===== config.mk =====
export PLATFORM = sky130hd
export DESIGN_NAME = uart_tx_fifo
export DESIGN_NICKNAME = d
export VERILOG_FILES = /design/src/rtl/uart_tx_fifo.sv
export SDC_FILE = /design/constraint.sdc
export NUM_CORES = 1
export LEC_CHECK = 0
export ABC_AREA = 1
export BUFFER_PORTS_ARGS = -buffer_cell sky130_fd_sc_hd__buf_4
export CAP_MARGIN = 20
export CORE_MARGIN = 2
export CORE_UTILIZATION = 28
export CTS_CLUSTER_DIAMETER = 50
export DETAILED_ROUTE_END_ITERATION = 8
export GPL_TIMING_DRIVEN = 0
export MAX_ROUTING_LAYER = met4
export PLACE_DENSITY = 0.49
export REMOVE_ABC_BUFFERS = 1
export SKIP_CTS_REPAIR_TIMING = 1
export SYNTH_ARGS = -nofsm -noshare
export SYNTH_HDL_FRONTEND = slang
export SYNTH_SLANG_ARGS = --single-unit

===== constraint.sdc =====
create_clock -name clk -period 3.26 [get_ports clk]
set_clock_uncertainty 0.1 [all_clocks]
set_input_delay 0.489 -clock clk [delete_from_list [all_inputs] [get_ports clk]]
set_output_delay 0.489 -clock clk [all_outputs]
set_load 0.01 [all_outputs]

===== src/rtl/uart_tx_fifo.sv =====
// UART transmitter with built-in baud divider, configurable frame format
// and a small transmit FIFO that feeds frames back-to-back.
module uart_tx_fifo #(
    parameter int CLK_DIV    = 104,
    parameter int DATA_BITS  = 8,
    parameter int PARITY     = 0,
    parameter int STOP_BITS  = 1,
    parameter int FIFO_DEPTH = 4
) (
    input  logic                          clk,
    input  logic                          rst,
    input  logic                          send,
    input  logic [7:0]                    data,
    output logic                          tx,
    output logic                          full,
    output logic [$clog2(FIFO_DEPTH):0]   level,
    output logic                          busy,
    output logic                          ready,
    output logic                          overflow
);

    localparam int AW = $clog2(FIFO_DEPTH);
    localparam int LW = AW + 1;
    localparam int CW = (CLK_DIV > 1) ? $clog2(CLK_DIV) : 1;
    localparam logic [CW-1:0] BAUD_MAX = CW'(CLK_DIV - 1);
    localparam logic [2:0]    BIT_MAX  = 3'(DATA_BITS - 1);
    localparam logic          STOP_MAX = (STOP_BITS == 2);
    localparam logic [7:0]    DMASK    = 8'((1 << DATA_BITS) - 1);
    localparam logic [LW-1:0] LVL_FULL = LW'(FIFO_DEPTH);

    typedef enum logic [2:0] {
        S_IDLE,
        S_START,
        S_DATA,
        S_PARITY,
        S_STOP
    } state_t;

    state_t          r_state;
    logic [CW-1:0]   r_baud;
    logic [2:0]      r_bit;
    logic            r_stop;
    logic [7:0]      r_shift;
    logic            r_par;
    logic            r_tx;
    logic            r_ovf;
    logic [7:0]      r_mem [FIFO_DEPTH];
    logic [AW-1:0]   r_wr_ptr;
    logic [AW-1:0]   r_rd_ptr;
    logic [LW-1:0]   r_level;

    state_t          w_next;
    logic [CW-1:0]   w_baud_nxt;
    logic [2:0]      w_bit_nxt;
    logic            w_stop_nxt;
    logic [7:0]      w_shift_nxt;
    logic            w_par_nxt;
    logic            w_tx_nxt;
    logic            w_pop;
    logic            w_push;
    logic            w_full;
    logic            w_has;
    logic            w_tick;
    logic [7:0]      w_head;

    assign w_full = (r_level == LVL_FULL);
    assign w_has  = (r_level != '0);
    assign w_push = send && !w_full;
    assign w_tick = (r_baud == BAUD_MAX);
    assign w_head = r_mem[r_rd_ptr] & DMASK;

    always_comb begin
        w_next      = r_state;
        w_baud_nxt  = r_baud + CW'(1);
        w_bit_nxt   = r_bit;
        w_stop_nxt  = r_stop;
        w_shift_nxt = r_shift;
        w_par_nxt   = r_par;
        w_tx_nxt    = r_tx;
        w_pop       = 1'b0;
        unique case (r_state)
            S_IDLE: begin
                w_baud_nxt = '0;
                w_tx_nxt   = 1'b1;
                if (w_has) begin
                    w_pop    = 1'b1;
                    w_next   = S_START;
                    w_tx_nxt = 1'b0;
                end
            end
            S_START: begin
                if (w_tick) begin
                    w_baud_nxt = '0;
                    w_bit_nxt  = '0;
                    w_next     = S_DATA;
                    w_tx_nxt   = r_shift[0];
                end
            end
            S_DATA: begin
                if (w_tick) begin
                    w_baud_nxt = '0;
                    if (r_bit == BIT_MAX) begin
                        w_stop_nxt = 1'b0;
                        if (PARITY != 0) begin
                            w_next   = S_PARITY;
                            w_tx_nxt = r_par;
                        end else begin
                            w_next   = S_STOP;
                            w_tx_nxt = 1'b1;
                        end
                    end else begin
                        w_bit_nxt   = r_bit + 3'd1;
                        w_shift_nxt = r_shift >> 1;
                        w_tx_nxt    = r_shift[1];
                    end
                end
            end
            S_PARITY: begin
                if (w_tick) begin
                    w_baud_nxt = '0;
                    w_next     = S_STOP;
                    w_tx_nxt   = 1'b1;
                end
            end
            S_STOP: begin
                if (w_tick) begin
                    w_baud_nxt = '0;
                    if (r_stop == STOP_MAX) begin
                        // Chain straight into the next start bit when data waits
                        if (w_has) begin
                            w_pop    = 1'b1;
                            w_next   = S_START;
                            w_tx_nxt = 1'b0;
                        end else begin
                            w_next   = S_IDLE;
                            w_tx_nxt = 1'b1;
                        end
                    end else begin
                        w_stop_nxt = 1'b1;
                    end
                end
            end
            default: begin
                w_next     = S_IDLE;
                w_baud_nxt = '0;
                w_tx_nxt   = 1'b1;
            end
        endcase
        if (w_pop) begin
            w_shift_nxt = w_head;
            w_par_nxt   = (PARITY == 1) ? ~^w_head : ^w_head;
        end
    end

    always_ff @(posedge clk or posedge rst) begin
        if (rst) begin
            r_state <= S_IDLE;
            r_baud  <= '0;
            r_bit   <= '0;
            r_stop  <= 1'b0;
            r_shift <= '0;
            r_par   <= 1'b0;
            r_tx    <= 1'b1;
        end else begin
            r_state <= w_next;
            r_baud  <= w_baud_nxt;
            r_bit   <= w_bit_nxt;
            r_stop  <= w_stop_nxt;
            r_shift <= w_shift_nxt;
            r_par   <= w_par_nxt;
            r_tx    <= w_tx_nxt;
        end
    end

    always_ff @(posedge clk or posedge rst) begin
        if (rst) begin
            r_wr_ptr <= '0;
            r_rd_ptr <= '0;
            r_level  <= '0;
            r_ovf    <= 1'b0;
        end else begin
            if (w_push) r_wr_ptr <= r_wr_ptr + AW'(1);
            if (w_pop)  r_rd_ptr <= r_rd_ptr + AW'(1);
            r_level <= r_level + {{AW{1'b0}}, w_push}
                               - {{AW{1'b0}}, w_pop};
            if (send && w_full) r_ovf <= 1'b1;
        end
    end

    always_ff @(posedge clk) begin
        if (w_push) r_mem[r_wr_ptr] <= data;
    end

    assign tx       = r_tx;
    assign full     = w_full;
    assign level    = r_level;
    assign busy     = (r_state != S_IDLE);
    assign ready    = (r_state == S_IDLE) && !w_has;
    assign overflow = r_ovf;

endmodule


==> impl_metrics.env <==
export IMPL_status="finished, final reports clean"
export IMPL_synth_cells=296
export IMPL_cts_root_buffer="clkbuf_8"
export IMPL_vdd_ir_drop_worst_mv=0.281
export IMPL_start_kind="flip-flop"
export IMPL_crit_fanout=20
export IMPL_vias_per_cell=4.29
export IMPL_initial_utilization=0.291
export IMPL_reg2reg_depth=14
export IMPL_finalCritPeriodShare=0.887
export IMPL_yosysUniqueCellTypes=27
export IMPL_final_layout_size_suffix_gt1_frac=0.142
export IMPL_yosysWarningCount=0
export IMPL_synth_area_leader_cell="edfxtp_1"
export IMPL_cpMaxStageDelayCell="dfrtp_1"
export IMPL_wl_met1_um=2520
export IMPL_worst_pin_slew_ns=0.827
export IMPL_relSlewSlack=0.447
export IMPL_wl_met3_um=216
export IMPL_io_buffers=18
export IMPL_routedWlPerCell_um=11.8
export IMPL_ant_nets=0
export IMPL_finalHoldViolCount=0
export IMPL_firstDrtPassIters=4
export IMPL_clk_latency_ns=0.34
export IMPL_vias=1962
export IMPL_synthTopCellsByCount="nand2_1 (90), nand3_1 (43), edfxtp_1 (32)"
export IMPL_synth_edff_count=32
export IMPL_n_antenna_cell=0
export IMPL_yosysMostFrequentCell="nand2_1"
export IMPL_die_area_mm2=0.0110
export IMPL_rows=36
export IMPL_ys_ff_latch=62
export IMPL_required_ns=3.38
export IMPL_maxCapViolations=0
export IMPL_endpoint_kind="flip-flop"
export IMPL_synth_mux_area_frac=0
export IMPL_grt_setup_unrepaired="false"
export IMPL_drv_slew=0
export IMPL_clk_pin_slew_ns=0.07
export IMPL_synth_top_area_share=0.337
export IMPL_slowest_delay_ns=0.40
export IMPL_grt_max_degree=21
export IMPL_synth_flop_cell="edfxtp_1"
export IMPL_drtIter0Drc=56
export IMPL_crit_type="reg2reg"
export IMPL_synthArstFlopShare=0.484
export IMPL_cts_max_level=3
export IMPL_place_congestion=0.737
export IMPL_area_growth_pct=18.0
export IMPL_setup_viol=0
export IMPL_chipWidth_um=105
export IMPL_max_freq_ghz=0.346
export IMPL_grt_antenna_before_repair=0
export IMPL_layout_nets=340
export IMPL_p_per_area_mw_per_mm2=616
export IMPL_cts_tree="done"
export IMPL_clk_path_buf_depth=2
export IMPL_io_pin_count=19
export IMPL_grt_pass1_wl_um=9160
export IMPL_fin_crit_ns=2.89
export IMPL_arrival_ns=3.02
export IMPL_core_mm2=0.00982
export IMPL_avgSynthCellArea_um2=9.64
export IMPL_dpl_hpwl_um=3690
export IMPL_tns_ns=0
export IMPL_synth_compound_area_frac=0.0237
export IMPL_p_leak_uw=0.00150
export IMPL_synth_seq_area_share=0.600
export IMPL_routed_wl_um=5380
export IMPL_synth_top_cells_by_area="edfxtp_1 (34%), dfrtp_1 (25%), nand2_1 (12%)"
export IMPL_synth_top_family_by_area="simple AND/OR/NAND/NOR gates"
export IMPL_grt_pass1_vias=1911
export IMPL_synth_simple_area_share=0.261
export IMPL_drc=0
export IMPL_clock_sinks=62
export IMPL_path_cells="ha_1 -> nand2_1 -> inv_2 -> nand3_1 -> nand2_2 -> nand2_2 -> inv_2 -> ha_1 -> inv_1 -> ha_1 -> inv_1 -> fa_1 -> xnor2_1 -> xor2_1"
export IMPL_grt_usage=0.110
export IMPL_hold_path_class="in2async"
export IMPL_wl_met2_um=2610
export IMPL_fin_util=0.343
export IMPL_numCtsBuffers=9
export IMPL_grt_ovfl_total=0
export IMPL_synth_fa_ha_area_frac=0.0465
export IMPL_crit_top_cell="ha_1"
export IMPL_synth_xor_area_share=0.0184
export IMPL_top_layer="met4"
export IMPL_die_h_um=105
export IMPL_syn_area_mm2=0.00285
## report_power, final
part	internal, uW	switching, uW
clock network	442	323
registers	953	49.7
logic	123	183
## routing by layer
layer	GRT usage	up-vias
met3	0.0424	4
met1	0.133	911
met2	0.174	24
met5	-	-
met4	0.0286	0
li1	-	1023
## cell type report
type	count	area [um^2]
fillers	1046	6450
flip-flops and latches	62	1710
multi-input cells	201	998
well taps	133	166
repair buffers	19	163
clock buffers	9	124
clock inverters	7	105
inverters	26	97.6
## cells by family after synthesis
logic type | Yosys count
xor gates and xnor gates | 6
and+or+nand+nor | 172
DFF | 62
adders and majority gates | 10
AOI/OAI and AO/OA | 13
buffers and inverters | 33
## registers in the layout, indices dropped and copies added, names as in the netlist, 2 cells and up
| register | cells |
|---|---|
| r_bit | 3 |
| r_mem | 32 |
| level | 3 |
| r_baud | 7 |
| r_state | 3 |
| r_rd_ptr | 2 |
| r_wr_ptr | 2 |
| r_shift | 8 |
## critical path: cells and delay by family (launching register included)
| family | cells | cell delay [ns] |
|---|---|---|
| adder cells (fa/ha/maj) | 4 | 1.00 |
| AND/OR/NAND/NOR | 4 | 0.77 |
| flip-flops | 1 | 0.40 |
| XOR/XNOR | 2 | 0.28 |
| buffers and inverters | 4 | 0.22 |
## metrics by stage
stage | cell area, um^2 | hold slack [ns] | power, uW | cells | setup slack [ns]
2_1_floorplan | 2810 | 0.333 | 1200 | 289 | 0.648
3_3_place_gp | 3110 | 0.346 | 1320 | 440 | 0.365
3_5_place_dp | 3140 | 0.346 | 1340 | 441 | 0.327
4_1_cts | 3370 | 0.172 | 2110 | 457 | 0.323
5_1_grt | 3370 | 0.207 | 2210 | 457 | 0.0876
6_report | 3370 | 0.165 | 2070 | 457 | 0.367
## cell usage in the layout (no fill, tap or decap)
cell type,Yosys,layout
and2_1,1,1
ha_1,9,9
nand2_1,90,90
nor2_2,1,1
inv_8,0,1
a21o_1,1,1
nor2_1,25,25
dfrtp_1,29,29
bufinv_16,0,2
xnor2_1,2,2
edfxtp_1,32,32
nor2_4,1,1
o21ai_0,4,4
nand2_2,2,2
buf_4,1,18
fa_1,1,1
inv_1,19,19
nand4_1,2,2
inv_6,0,2
nor3_1,1,1
clkinvlp_4,0,1
a21oi_1,3,3
nand3_1,43,43
nand3b_1,6,6
xor2_1,4,4
buf_16,0,1
clkbuf_8,0,9
inv_2,6,6
clkinv_1,1,1
dfstp_2,1,1
o21ai_1,5,5
clkinv_4,0,1
## worst paths after layout
check	start	slack (ns)	endpoint
setup / recovery	r_baud[0]	0.37	level[2]
max in group asynchronous	rst	2.30	tx
setup reg to reg	r_baud[0]	0.37	level[2]
hold reg to reg	overflow	0.36	overflow
hold / removal	rst	0.16	r_baud[3]
min in group clk	data[4]	0.25	r_mem[1][4]
No activity file was read; power rests on OpenSTA's default activity.
